**src/rtl/seg_scan_driver.sv**
```systemverilog
// seg_scan_driver
// ---------------
// Time-multiplexed driver for a six-digit common-anode 7-segment display fed
// by the stopwatch timer's six BCD digits.
//
// A slot counter (cnt) runs 0..DIV-1. When it wraps, the digit index (idx)
// advances through d, e, f, g, h, i (idx 0..5). The six input digits are
// copied into shadow registers once per frame, at cnt==0 && idx==0, so the
// display never shows digits from two different timer values in one frame.
// The first BLANK cycles of every slot turn all anodes off. This lets the
// previous digit's segments discharge before the next anode switches on, so
// no ghost image appears.
//
// Ports:
//   clk          system clock
//   hard_reset   synchronous, active-high reset
//   en           display enable; scanning continues while low, outputs dark
//   d..i         BCD digits, d leftmost, i rightmost
//   an[5:0]      anode enables, active low, an[5]=d ... an[0]=i
//   seg[6:0]     segments, active low, {g,f,e,d,c,b,a}
//   dp           decimal point, active low
//   frame_start  one-cycle pulse in the cycle after each snapshot
//
// Every output is registered. Each output is computed from cnt, idx and the
// shadow registers, so no combinational path runs from any input to an output.
module seg_scan_driver #(
  parameter int         DIV     = 50000,
  parameter int         BLANK   = 16,
  parameter logic [5:0] DP_MASK = 6'b010100,
  parameter bit         LZB     = 1'b1
) (
  input  logic       clk,
  input  logic       hard_reset,
  input  logic       en,
  input  logic [3:0] d,
  input  logic [3:0] e,
  input  logic [3:0] f,
  input  logic [3:0] g,
  input  logic [3:0] h,
  input  logic [3:0] i,
  output logic [5:0] an,
  output logic [6:0] seg,
  output logic       dp,
  output logic       frame_start
);

  localparam int CW = (DIV > 1) ? $clog2(DIV) : 1;
  localparam logic [CW-1:0] CNT_LAST  = CW'(DIV - 1);
  localparam logic [CW-1:0] CNT_BLANK = CW'(BLANK);

  logic [CW-1:0]     cnt;
  logic [2:0]        idx;
  // shadow[0] holds d and shadow[5] holds i, which matches the idx scan order.
  logic [5:0][3:0]   shadow;

  logic              snap;
  logic [3:0]        cur_digit;
  logic [5:0]        zero_prefix;
  logic              digit_blank;
  logic              lit;
  logic [5:0]        an_next;
  logic [6:0]        seg_next;
  logic              dp_next;

  function automatic logic [6:0] decode(input logic [3:0] v);
    logic [6:0] s;
    case (v)
      4'd0:    s = 7'b1000000;
      4'd1:    s = 7'b1111001;
      4'd2:    s = 7'b0100100;
      4'd3:    s = 7'b0110000;
      4'd4:    s = 7'b0011001;
      4'd5:    s = 7'b0010010;
      4'd6:    s = 7'b0000010;
      4'd7:    s = 7'b1111000;
      4'd8:    s = 7'b0000000;
      4'd9:    s = 7'b0010000;
      default: s = 7'b1111111;  // non-BCD values show no segments
    endcase
    return s;
  endfunction

  always_comb begin
    snap      = (cnt == '0) && (idx == 3'd0);
    cur_digit = shadow[idx];

    // zero_prefix[k] is set when shadow digits d..k are all zero.
    zero_prefix    = '0;
    zero_prefix[0] = (shadow[0] == 4'd0);
    for (int k = 1; k < 6; k++) begin
      zero_prefix[k] = zero_prefix[k-1] && (shadow[k] == 4'd0);
    end

    // The rightmost digit is always shown, so a zero reading displays "0".
    digit_blank = LZB && (idx != 3'd5) && zero_prefix[idx];
    lit         = en && (cnt >= CNT_BLANK) && !digit_blank;

    an_next  = ~(6'b000001 << (3'd5 - idx));
    seg_next = decode(cur_digit);
    dp_next  = ~DP_MASK[3'd5 - idx];
  end

  always_ff @(posedge clk) begin
    if (hard_reset) begin
      cnt         <= '0;
      idx         <= 3'd0;
      shadow      <= '0;
      an          <= 6'b111111;
      seg         <= 7'b1111111;
      dp          <= 1'b1;
      frame_start <= 1'b0;
    end else begin
      if (cnt == CNT_LAST) begin
        cnt <= '0;
        idx <= (idx == 3'd5) ? 3'd0 : idx + 3'd1;
      end else begin
        cnt <= cnt + CW'(1);
      end

      frame_start <= snap;
      if (snap) begin
        shadow <= {i, h, g, f, e, d};
      end

      if (lit) begin
        an  <= an_next;
        seg <= seg_next;
        dp  <= dp_next;
      end else begin
        an  <= 6'b111111;
        seg <= 7'b1111111;
        dp  <= 1'b1;
      end
    end
  end

endmodule

```
**config.mk**
```make
export PLATFORM = sky130hd
export DESIGN_NAME = seg_scan_driver
export DESIGN_NICKNAME = d
export VERILOG_FILES = /design/src/rtl/seg_scan_driver.sv
export SDC_FILE = /design/constraint.sdc
export NUM_CORES = 1
export LEC_CHECK = 0
export CAP_MARGIN = 20
export CORE_MARGIN = 2
export CORE_UTILIZATION = 48
export CTS_CLUSTER_SIZE = 8
export DETAILED_ROUTE_END_ITERATION = 16
export PLACE_DENSITY = 0.75
export SLEW_MARGIN = 40
export SYNTH_ARGS = -nofsm -noshare
export SYNTH_HDL_FRONTEND = slang
export SYNTH_SLANG_ARGS = --single-unit
```
**constraint.sdc**
```tcl
create_clock -name clk -period 2.15 [get_ports clk]
set_input_delay 0.3225 -clock clk [delete_from_list [all_inputs] [get_ports clk]]
set_output_delay 0.3225 -clock clk [all_outputs]
set_load 0.02 [all_outputs]
```
==> results of run 1 <==
-- metal layers --
layer	global-route usage	part of all wire
met5	0	0
met4	0.102	0.020
met3	0.0517	0.050
met2	0.289	0.47
met1	0.223	0.46
-- area by class of cell --
type                       count  area (um2)
inverter                      10        37.5
multi-input combinational    194        1380
clock buffer                  12         135
fill                         491        2140
clock inverter                 1        5.00
sequential                    58        1160
timing repair buffer          50         494
tap                           72        90.1
-- power by group --
part           internal, W  total [W]  switching, W
clock network     0.000397   0.000770      0.000373
logic             0.000185   0.000337      0.000152
registers          0.00113    0.00117     0.0000426
total              0.00171    0.00227      0.000567
-- timing repair --
item	in CTS	in global routing
setup endpoints to repair	0	3
setup buffers	0	1
hold buffers	0	0
gates resized for setup	0	2
-- sequential cells by signal (all words and copies together), names as in the netlist --
name,cells
dp,1
cnt,16
shadow,24
an,6
idx,3
frame_start,1
seg,7
-- critical path, stage by stage (launching register included) --
cell and delay [ps]:
dfxtp_2 380, mux4_1 580, a22oi_2 190, inv_1 90
ha_1 200, or2_4 250, a21oi_1 130, o21ai_0 90
-- cells in the mapped netlist (5+ instances only) --
cell	number	area, um2
a21oi_1	8	40.0
buf_6	5	56.3
dfxtp_1	58	1160
ha_1	12	150
inv_1	10	37.5
mux2_2	5	56.3
mux2i_1	24	240
nand2_1	19	71.3
nand3_1	8	40.0
nor2_1	46	173
nor4_1	8	50.1
o21ai_0	8	40.0
xnor2_1	8	70.1
xor2_1	6	52.6
-- logic make-up after synthesis --
logic type | count (synthesis) | share of synthesized area
flops | 58 | 0.437
simple gates | 108 | 0.196
fa+ha+maj | 12 | 0.0565
mux | 33 | 0.147
xor+xnor | 14 | 0.0461
compound gates | 27 | 0.0668
buf+inv | 22 | 0.0508
-- per-stage QoR --
| step | TNS [ps] | worst slack [ps] | utilization | hold WS, ps |
|---|---|---|---|---|
| final | 0 | 131 | 0.607 | 468 |
| after global routing | -23.3 | -23.3 | 0.607 | 488 |
| after CTS | 0 | 140 | 0.605 | 472 |
| after detailed placement | 0 | 151 | 0.579 | 458 |
| after global placement | 0 | 190 | 0.579 | 450 |
| after floorplan | 0 | 11.9 | - | 430 |
-- final timing paths --
kind	endpoint	slack [ps]	cells past startpoint
min	cnt[0]	470	1
min reg2reg	cnt[0]	470	1
max	seg[5]	130	7
max reg2reg	seg[5]	130	7
==> results by group, run 1 <==
Yosys
  – Post-synth ARST share: 0
  – Gate Count Post-Synth: 274
  – Synth Cell Area: 2660 um2
  – Total of warnings raised by yosys: 0
  – Mapped Avg Cell Area: 9.70 um2
  – Ys flop type: dfxtp_1
  – Seq/Total Area, Yosys: 0.437
  – Post-synth EDFFs: 0
  – Yosys cell types: 41
  – Register bit total from synthesis: 58
  – Synth Net Count: 313

Place
  – GP Congestion: 0.821
  – IO Port Bufs: 41
  – Post-DP HPWL: 3730 um
  – Placed Area: 3150 um2
  – Placed insts: 383

Floorplan
  – Vert. Die Dim: 78.4 um
  – Chip width: 78.4 um
  – I/O pins: 42
  – Cell Rows: 27
  – Placeable Area: 5440 um2
  – Initial core utilization: 0.489
  – Full die area: 6150 um2

Route
  – WL final: 5080 um
  – Drt drc: 0
  – Drt wl/cell: 12.8 um
  – Routed Antenna Nets: 0
  – Via count: 2061
  – DR pass1 iterations: 4
  – Routed vias/inst: 5.19
  – 1st-iter DRT viols: 58

Clocking
  – CTS buffer count: 9
  – Reg clk slew, reported paths: 60 ps
  – CTS max path bufs: 2
  – Clock Sink Count: 58
  – Clk_lat worst skew: 340 ps
  – H-tree depth: 3
  – CTS tree: yes
  – CTS Root Cell: clkbuf_8

Pwr
  – Pwr Density: 689 nW/um2
  – Pwr Total: 0.00227 W
  – Worst IR Drop VDD: 356 uV
  – Cell leakage power: 1.31 nW

Cells and area
  – Commonest non-fill, non-tap cell in the layout: dfxtp_1
  – Post-route insts no fill: 397
  – Layout Area Growth over Synthesis: 24.1%
  – Share of cells above drive strength 1: 0.114
  – Final net count: 362
  – Diodes inserted: 0
  – Commonest non-fill, non-tap cells in the layout: 56 x dfxtp_1, 46 x nor2_1, 41 x clkdlybuf4s50_1
  – Final Cell Area: 3300 um2

Worst setup path
  – Max Fanout on Critical Path: 4
  – WS Path Type: flop to flop
  – CP Data Required Time: 2370 ps
  – Reg2reg start: idx[0]
  – CP Capture Type: flop
  – Beginning of the critical path: idx[0]
  – CP Launch Type: flop
  – Data arrival time of the critical path: 2240 ps

Job
  – Max-cap violations: 0

Min path
  – Hold Path Origin: cnt[0]
  – Hold WC Path Type: flop to flop

Timing
  – Tmin final: 2020 ps
  – Final setup viols: 0
  – Crit share post-route: 0.939
  – Final Skew: 9.63 ps
  – Final Max Tran Viols: 0
  – Slew @ Worst Pin: 622 ps
  – Fmax: 495 MHz
  – Fin. Hold Viols: 0
  – Slew headroom: 0.581

GRT
  – First-pass GRT wire length: 8760 um
  – Largest net degree at the start of global routing: 26
  – Vias in the first global route: 1948
  – Total GRT Usage: 0.182
  – Initial antenna violation count: 0
  – Global route overflow: 0

Outcome
  – Status: completed
Note: power is estimated with default switching activity, not from simulation.
==> inputs of run 2 (changes only) <==
--- a/config.mk
+++ b/config.mk
@@ -7,7 +7,7 @@
 export LEC_CHECK = 0
 export CAP_MARGIN = 20
 export CORE_MARGIN = 2
-export CORE_UTILIZATION = 48
+export CORE_UTILIZATION = 50
 export CTS_CLUSTER_SIZE = 8
 export DETAILED_ROUTE_END_ITERATION = 16
 export PLACE_DENSITY = 0.75
==> constraint.sdc (replaced) <==
create_clock -name clk -period 2.35 [get_ports clk]
set_input_delay 0.3525 -clock clk [delete_from_list [all_inputs] [get_ports clk]]
set_output_delay 0.3525 -clock clk [all_outputs]
set_load 0.02 [all_outputs]
==> results by group, run 2 (same netlist as run 1, synthesis figures left out) <==
Route
  – Routed vias/inst: 5.16
  – DR pass1 iterations: 4
  – WL final: 5130 um
  – 1st-iter DRT viols: 69
  – Via count: 2045
  – Drt drc: 0
  – Drt wl/cell: 13.0 um
  – Routed Antenna Nets: 0

Floorplan
  – I/O pins: 42
  – Full die area: 5920 um2
  – Placeable Area: 5110 um2
  – Cell Rows: 26
  – Vert. Die Dim: 76.9 um
  – Chip width: 76.9 um
  – Initial core utilization: 0.521

Clocking
  – Reg clk slew, reported paths: 70 ps
  – Post-CTS setup buffer count: 0
  – H-tree depth: 3
  – CTS Hold Bufs: 0
  – CTS max path bufs: 2
  – Clk_lat worst skew: 340 ps
  – Clock Sink Count: 58
  – CTS tree: yes
  – CTS buffer count: 9
  – CTS resizes: 0
  – CTS Root Cell: clkbuf_8

Cells and area
  – Commonest non-fill, non-tap cell in the layout: dfxtp_1
  – Filler cell count: 442
  – Diodes inserted: 0
  – Commonest non-fill, non-tap cells in the layout: 58 x dfxtp_1, 46 x nor2_1, 41 x clkdlybuf4s50_1
  – Share of cells above drive strength 1: 0.113
  – Final net count: 360
  – Multi-input logic area: 1360 um2
  – Biggest register: shadow
  – Final Cell Area: 3350 um2
  – Flip-flop count of the largest register after layout: 24
  – Reg area: 1160 um2
  – Largest registers: shadow (24), cnt (16), seg (7)
  – Layout Area Growth over Synthesis: 26.0%

Place
  – Setup WS pre-CTS: 176 ps
  – Placed Area: 3120 um2
  – Post-DP HPWL: 3760 um
  – IO Port Bufs: 41
  – GP Congestion: 0.823

Timing
  – Final Skew: 9.23 ps
  – Crit share post-route: 0.937
  – Fin. Hold Viols: 0
  – Final setup viols: 0
  – Fmax: 454 MHz
  – Slew headroom: 0.628
  – Setup ws final: 149 ps
  – Setup TNS: 0 ps
  – Tmin final: 2200 ps
  – Final Max Tran Viols: 0
  – Worst hold slack: 479 ps
  – Slew @ Worst Pin: 553 ps
  – Unrepaired setup endpoints after global routing: false

Job
  – Max-cap violations: 0

GRT
  – Global route overflow: 0
  – Initial antenna violation count: 0
  – Vias in the first global route: 1971
  – First-pass GRT wire length: 9110 um
  – Total GRT Usage: 0.192
  – Largest net degree at the start of global routing: 26

Pwr
  – Pwr Density: 719 nW/um2
  – Worst IR Drop VDD: 345 uV
  – Cell leakage power: 1.33 nW
  – Pwr Total: 0.00241 W

Worst setup path
  – CP Capture Type: flop
  – WS Path Type: flop to flop
  – Data arrival time of the critical path: 2420 ps
  – Max Fanout on Critical Path: 14
  – CP Launch Type: flop
  – CP Data Required Time: 2570 ps

Outcome
  – Status: completed

Min path
  – Hold WC Path Type: flop to flop
==> run 2: critical path, stage by stage (launching register included) <==
cell and delay (ps):
dfxtp_1 440, buf_4 260, mux2_2 350, a22oi_1 240, inv_1 100, ha_1 180, or2_2 300, a21oi_1 140
o21ai_0 80
==> run 2: metrics by stage <==
stage,utilization,cells
6_report,0.656,396
5_1_grt,0.656,396
4_1_cts,0.656,396
3_5_place_dp,0.612,380
3_3_place_gp,0.612,380
2_1_floorplan,-,274
==> run 2: path summary, 6_finish.rpt <==
| check | slack (ps) | startpoint | cells past startpoint | to |
|---|---|---|---|---|
| worst max-delay path | 150 | idx[0] | 8 | seg[5] |
| worst min-delay path | 480 | cnt[0] | 1 | cnt[0] |
| worst max register to register | 150 | idx[0] | 8 | seg[5] |
| worst min register to register | 480 | cnt[0] | 1 | cnt[0] |
==> run 2: final cells by class <==
| cell class | instances | area share |
|---|---|---|
| tap | 70 | 0.0261 |
| clock inverter | 7 | 0.0303 |
| clock buffer | 9 | 0.0370 |
| timing repair buffer | 48 | 0.142 |
| multi-input combinational | 194 | 0.407 |
| sequential | 58 | 0.347 |
| inverter | 10 | 0.0112 |
==> run 2: power breakdown <==
group	switching, W	internal (W)	total (W)
logic	0.000136	0.000165	0.000300
registers	0.0000406	0.00103	0.00107
clock network	0.000434	0.000605	0.00104
==> run 2: layer usage <==
| layer | up-vias | GRT usage | wire length (um) |
|---|---|---|---|
| met4 | 0 | 0.0855 | 46 |
| met1 | 948 | 0.247 | 2510 |
| met5 | - | 0 | 0 |
| li1 | 1045 | - | - |
| met3 | 7 | 0.0400 | 210 |
| met2 | 45 | 0.309 | 2370 |
